**config.mk**
```make
export PLATFORM = sky130hd
export DESIGN_NAME = dcache_tag_ctrl
export DESIGN_NICKNAME = d
export VERILOG_FILES = /design/src/rtl/dcache_pkg.sv /design/src/rtl/wt_cache_pkg.sv /design/src/rtl/dcache_tag_ctrl.sv
export SDC_FILE = /design/constraint.sdc
export NUM_CORES = 1
export LEC_CHECK = 0
export ABC_AREA = 1
export ABC_CLOCK_PERIOD_IN_PS = 1800
export CORE_ASPECT_RATIO = 1.25
export CORE_MARGIN = 2
export CORE_UTILIZATION = 39
export CTS_BUF_LIST = sky130_fd_sc_hd__clkbuf_8
export DETAILED_ROUTE_END_ITERATION = 10
export PLACE_DENSITY = 0.81
export SYNTH_ARGS = -nofsm -noshare
export SYNTH_HDL_FRONTEND = slang
export SYNTH_SLANG_ARGS = --single-unit
```
**constraint.sdc**
```tcl
create_clock -name clk_i -period 1.8 [get_ports clk_i]
set_input_delay 0.36 -clock clk_i [delete_from_list [all_inputs] [get_ports clk_i]]
set_output_delay 0.36 -clock clk_i [all_outputs]
set_load 0.01 [all_outputs]
```
**src/rtl/dcache_pkg.sv**
```systemverilog
// Tag store layout and tag-controller request opcodes.
package dcache_pkg;

    typedef enum logic [1:0] {
        DCACHE_TAG_LOOKUP = 2'd0,
        DCACHE_TAG_FILL   = 2'd1,
        DCACHE_TAG_INVAL  = 2'd2,
        DCACHE_TAG_NOP    = 2'd3
    } dcache_tag_op_t;

    localparam int unsigned DCACHE_TAG_WIDTH             = 20;
    localparam int unsigned DCACHE_TAG_STORE_DATA_WIDTH  = 32;
    // Valid bit sits alone in the top byte so an invalidate can clear it
    // with a single byte-enable and leave the stored tag intact.
    localparam int unsigned TAG_STORE_VALID_BIT_POSITION = 31;

endpackage

```
**src/rtl/wt_cache_pkg.sv**
```systemverilog
// Write-through cache geometry shared by the dcache blocks.
package wt_cache_pkg;

    localparam int unsigned DCACHE_NUM_WORDS = 256;

endpackage

```
**src/rtl/dcache_tag_ctrl.sv**
```systemverilog
// Requester-side controller for the dcache tag store SRAM: clears every
// entry after reset and on flush, then serves lookup/fill/invalidate.
//
// state    | meaning
// ---------+-----------------------------------------------------------
// ST_INIT  | post-reset clear sweep, one entry per cycle, no requests
// ST_IDLE  | serving requests, one per cycle
// ST_FLUSH | flush clear sweep, flush_done_o pulses when it finishes
module dcache_tag_ctrl
    import dcache_pkg::*;
#(
    parameter int unsigned DATA_WIDTH = dcache_pkg::DCACHE_TAG_STORE_DATA_WIDTH,
    parameter int unsigned TAG_WIDTH  = dcache_pkg::DCACHE_TAG_WIDTH,
    parameter int unsigned NUM_WORDS  = wt_cache_pkg::DCACHE_NUM_WORDS
) (
    input  logic                         clk_i,
    input  logic                         rst_ni,
    input  logic                         flush_i,
    output logic                         busy_o,
    output logic                         flush_done_o,
    input  logic                         req_valid_i,
    output logic                         req_ready_o,
    input  logic [1:0]                   req_op_i,
    input  logic [$clog2(NUM_WORDS)-1:0] req_index_i,
    input  logic [TAG_WIDTH-1:0]         req_tag_i,
    output logic                         rsp_valid_o,
    output logic                         rsp_hit_o,
    output logic [TAG_WIDTH-1:0]         rsp_tag_o,
    output logic                         ts_en_o,
    output logic                         ts_we_o,
    output logic [DATA_WIDTH/8-1:0]      ts_be_o,
    output logic [$clog2(NUM_WORDS)-1:0] ts_addr_o,
    output logic [DATA_WIDTH-1:0]        ts_wdata_o,
    input  logic [DATA_WIDTH-1:0]        ts_rdata_i
);

    localparam int unsigned AW  = $clog2(NUM_WORDS);
    localparam int unsigned VBP = TAG_STORE_VALID_BIT_POSITION;
    localparam int unsigned VB  = VBP / 8;

    localparam logic [1:0] ST_INIT  = 2'd0;
    localparam logic [1:0] ST_IDLE  = 2'd1;
    localparam logic [1:0] ST_FLUSH = 2'd2;

    logic [1:0]           state_q, state_d;
    logic [AW-1:0]        cnt_q, cnt_d;
    logic                 lookup_q, lookup_d;
    logic [TAG_WIDTH-1:0] tag_q, tag_d;
    logic                 flush_done_q, flush_done_d;

    dcache_tag_op_t op;
    assign op = dcache_tag_op_t'(req_op_i);

    // Sweep sequencing, request decode and SRAM port drive.
    always_comb begin
        state_d      = state_q;
        cnt_d        = cnt_q;
        lookup_d     = 1'b0;
        tag_d        = tag_q;
        flush_done_d = 1'b0;
        busy_o       = 1'b0;
        req_ready_o  = 1'b0;
        ts_en_o      = 1'b0;
        ts_we_o      = 1'b0;
        ts_be_o      = '0;
        ts_addr_o    = req_index_i;
        ts_wdata_o   = '0;

        case (state_q)
            ST_IDLE: begin
                req_ready_o = !flush_i;
                if (flush_i) begin
                    // Flush wins over a request presented in the same cycle.
                    state_d = ST_FLUSH;
                    cnt_d   = '0;
                end else if (req_valid_i) begin
                    case (op)
                        DCACHE_TAG_LOOKUP: begin
                            ts_en_o  = 1'b1;
                            lookup_d = 1'b1;
                            tag_d    = req_tag_i;
                        end
                        DCACHE_TAG_FILL: begin
                            ts_en_o                   = 1'b1;
                            ts_we_o                   = 1'b1;
                            ts_be_o                   = '1;
                            ts_wdata_o[TAG_WIDTH-1:0] = req_tag_i;
                            ts_wdata_o[VBP]           = 1'b1;
                        end
                        DCACHE_TAG_INVAL: begin
                            ts_en_o     = 1'b1;
                            ts_we_o     = 1'b1;
                            ts_be_o[VB] = 1'b1;
                        end
                        default: ;
                    endcase
                end
            end
            default: begin
                // INIT and FLUSH share the clearing sweep; flush_i is ignored.
                busy_o    = 1'b1;
                ts_en_o   = 1'b1;
                ts_we_o   = 1'b1;
                ts_be_o   = '1;
                ts_addr_o = cnt_q;
                if (cnt_q == AW'(NUM_WORDS - 1)) begin
                    cnt_d        = '0;
                    state_d      = ST_IDLE;
                    flush_done_d = (state_q == ST_FLUSH);
                end else begin
                    cnt_d = cnt_q + AW'(1);
                end
            end
        endcase
    end

    // Lookup response, built from the read data the cycle after acceptance.
    always_comb begin
        rsp_valid_o = lookup_q;
        rsp_tag_o   = ts_rdata_i[TAG_WIDTH-1:0];
        rsp_hit_o   = lookup_q && ts_rdata_i[VBP]
                      && (ts_rdata_i[TAG_WIDTH-1:0] == tag_q);
    end

    assign flush_done_o = flush_done_q;

    // Read data bits between the tag and the valid bit carry no meaning.
    logic unused_rdata;
    assign unused_rdata = ^ts_rdata_i;

    // State registers; reset restarts the clearing sweep at index 0.
    always_ff @(posedge clk_i or negedge rst_ni) begin
        if (!rst_ni) begin
            state_q      <= ST_INIT;
            cnt_q        <= '0;
            lookup_q     <= 1'b0;
            tag_q        <= '0;
            flush_done_q <= 1'b0;
        end else begin
            state_q      <= state_d;
            cnt_q        <= cnt_d;
            lookup_q     <= lookup_d;
            tag_q        <= tag_d;
            flush_done_q <= flush_done_d;
        end
    end

endmodule
```
==> impl_metrics.py <==
metrics = {
    "timing": {
        "setup_viol": 21,
        "period_needed_ns": 2.03,
        "slew_viol_final": 0,
        "maxSlewHeadroom_pct": 51.6,
        "rsz0062_at_grt": "true",
        "finClkSkew_ns": 0.00443,
        "tightestPinTransition_ns": 0.727,
        "fmax_mhz": 493,
        "hold_ws_ns": 0.140,
        "final_hold_viol_count": 0,
        "fin_crit_sh_pct": 113,
        "fin_ws_ns": -0.229,
    },
    "global_route": {
        "antenna_found_initial": 0,
        "grt_pass1_vias": 2372,
        "grtUsageTotal_pct": 20.2,
        "grt_pass1_wl_um": 10200,
        "grt_max_degree": 42,
        "overflow": 0,
    },
    "floorplanning": {
        "row_count": 31,
        "die_w_um": 72.2,
        "io_pins": 137,
        "dieArea_um2": 6450,
        "die-height_um": 89.3,
        "initial_core_util_pct": 39.8,
        "core_area_um2": 5700,
    },
    "setup_path": {
        "cp_data_required_time_ns": 1.44,
        "cp-start-kind": "flip-flop",
        "regToRegSetupSlack_ns": 0.36,
        "r2r-end": "cnt_q[0]$_DFFE_PN0N_",
        "path_max_fanout": 4,
        "worstRegToRegCells": 6,
        "worstReg2RegStart": "cnt_q[0]$_DFFE_PN0N_",
        "cp_common_cell": "buf_6",
        "cp_cell_sequence": "nor2_4 -> inv_2 -> nor3_4 -> inv_4 -> buf_6 -> buf_6 -> nor2_2 -> buf_2",
        "cp.depth": 8,
        "crit_arrival_ns": 1.67,
        "crit_family": "buffers and inverters",
        "slowest_delay_ns": 0.41,
        "cp-end-kind": "output pin",
        "path_buf_inv": 5,
        "crit_type": "flip-flop to output pin",
        "critical_path.slowest_cell": "dfrtp_1",
    },
    "detailed_routing": {
        "drc": 0,
        "ant_nets": 0,
        "wl_per_cell_um": 11.6,
        "vias_per_cell": 4.51,
        "drt-pass1-iter-count": 4,
        "first_iter_violations": 79,
        "drt_wl_total_um": 6320,
        "dr_total_vias": 2459,
    },
    "finish": {
        "fill_cells": 545,
        "post_layout_nonfiller_instances": 545,
        "nets": 549,
        "finalInstanceArea_um2": 3700,
        "synthToLayoutAreaGrowth_pct": 63.2,
        "n_antenna_cell": 0,
        "post_route_cells_drive_above_1_share_pct": 26.3,
    },
    "yosys": {
        "synthDistinctLibCells": 22,
        "synth_area_um2": 2270,
        "ys_seq_area_share_pct": 35.3,
        "synth_cells": 340,
        "ys_ff_latch": 32,
        "synth_warnings": 0,
        "synth.avg_cell_area_um2": 6.67,
    },
    "pwr": {
        "p_leak_uw": 0.00200,
        "peakVddDrop_mv": 0.502,
        "powerDensity_nw_per_um2": 722,
    },
    "run_status": {
        "status": "finished, violations left",
        "violations": "negative setup slack",
    },
    "placement": {
        "gp_congestion": 0.903,
        "dp_cells": 522,
        "dp_hpwl_um": 4730,
        "dpl_cell_area_um2": 3490,
        "io_buffer_count": 114,
    },
    "clock_tree": {
        "cts.sink_count": 32,
        "ctsLongestPathBuffers": 2,
        "cts_tree": "done",
        "cts_inserted_buffers": 5,
        "htree_levels": 2,
        "root_buffer": "clkbuf_8",
        "path_clk_slew_ns": 0.07,
        "clock_latency_ns": 0.28,
    },
    "min_path": {
        "hold_path.class": "input pin to async pin",
    },
    "run": {
        "cap_violations": 0,
    },
}
==> report_power, final <==
part / switching (uW) / leakage [uW] / internal (uW)
clock network: 246 / 0.0000503 / 340
registers: 142 / 0.000420 / 892
logic: 542 / 0.00153 / 510
==> cell usage after synthesis <==
master | n | share of area, %
buf_2 | 5 | 1.1
o22ai_1 | 4 | 1.1
nor3_4 | 1 | 0.72
inv_2 | 5 | 0.83
ha_1 | 4 | 2.2
o221ai_1 | 1 | 0.39
buf_6 | 2 | 0.99
buf_4 | 34 | 11
nor2_4 | 1 | 0.50
xor2_1 | 5 | 1.9
nand2_1 | 90 | 15
o21ai_1 | 20 | 4.4
o21ai_0 | 18 | 4.0
nor2_1 | 42 | 6.9
xnor2_1 | 1 | 0.39
nand3_1 | 8 | 1.8
dfrtp_1 | 32 | 35
nand2_2 | 1 | 0.28
inv_1 | 63 | 10
clkbuf_1 | 1 | 0.17
nand4_1 | 1 | 0.28
conb_1 | 1 | 0.17
==> metrics by stage <==
stage               setup slack, ns  util (%)  setup TNS [ns]  total power [uW]
floorplan                     0.222         -               0              1620
global placement             -0.671      61.1          -17.65              2090
detailed placement           -0.781      61.1          -19.61              2140
CTS                          -0.279      63.1           -4.19              2680
global route                 -0.302      64.9           -5.26              2890
finish                       -0.229      64.9           -3.65              2670
==> kinds of logic after synthesis <==
family	share of synthesized area [%]
AND/OR/NAND/NOR	25.4
flip-flops	35.3
buffers and inverters	24.8
other	0.165
adder cells (fa/ha/maj)	2.21
AO/OA/AOI/OAI	9.87
XOR/XNOR	2.32
==> flip-flops by register name, indices dropped and copies added, names as in the netlist <==
name / cells
cnt_q: 8
state_q: 2
rsp_valid_o: 1
tag_q: 20
flush_done_o: 1
==> layout by cell type, fill, tap and decap left out <==
cell type        netlist  layout
nand2_1               90      85
clkbuf_2               0      10
o221ai_1               1       1
o21ai_0               18      16
buf_6                  2      14
buf_12                 0       3
nand2_4                0       1
ha_1                   4       3
xor2_1                 5       5
clkdlybuf4s15_1        0       3
inv_4                  0       1
inv_8                  0       1
inv_1                 63      60
o22ai_1                4       4
nand4_1                1       1
o21ai_1               20      22
dfrtp_1               32      32
nand2_2                1       5
nand3_1                8       8
nor2_1                42      25
dlygate4sd2_1          0      22
xnor2_1                1       1
ha_2                   0       1
conb_1                 1      11
clkdlybuf4s50_1        0      53
dlymetal6s2s_1         0       1
clkbuf_8               0       7
nor3_4                 1       1
buf_4                 34      39
nor2_4                 1       7
nor2_2                 0      11
inv_2                  5       7
buf_2                  5      18
==> per-layer routing <==
| metal | track usage [%] | wire (um) | up-vias |
|---|---|---|---|
| met4 | 7.72 | 121 | 0 |
| met5 | 0 | 0 | - |
| met2 | 37.5 | 3350 | 99 |
| met3 | 4.40 | 443 | 12 |
| li1 | - | - | 1250 |
| met1 | 22.5 | 2400 | 1098 |
==> worst max path at each step <==
stage,start,to,slack (ns)
CTS,state_q[1]$_DFFE_PN0P_,ts_wdata_o[0],-0.28
global route,state_q[1]$_DFFE_PN0P_,ts_wdata_o[0],-0.30
global placement,req_op_i[1],ts_wdata_o[2],-0.67
finish,state_q[1]$_DFFE_PN0P_,ts_wdata_o[0],-0.23
floorplan,state_q[1]$_DFFE_PN0P_,ts_be_o[1],0.22
detailed placement,req_op_i[1],ts_wdata_o[2],-0.78
==> area by class of cell <==
type,count,area (um^2),share of cell area [%]
inverter,68,263,7.10
timing repair buffer,163,1420,38.3
multi-input combinational,208,1040,28.0
timing repair inverter,1,6.26,0.169
clock buffer,7,96.3,2.60
sequential,32,801,21.6
tap,66,82.6,2.23
==> what timing repair did <==
item	4_1_cts	5_1_grt
pin swaps	15	16
endpoints found under the hold margin	0	0
cloned	1	0
endpoints found under the setup margin	39	37
hold buffers	0	0
gates resized for setup	162	54
buffers inserted	10	6
No activity file was read; power rests on OpenSTA's default activity.
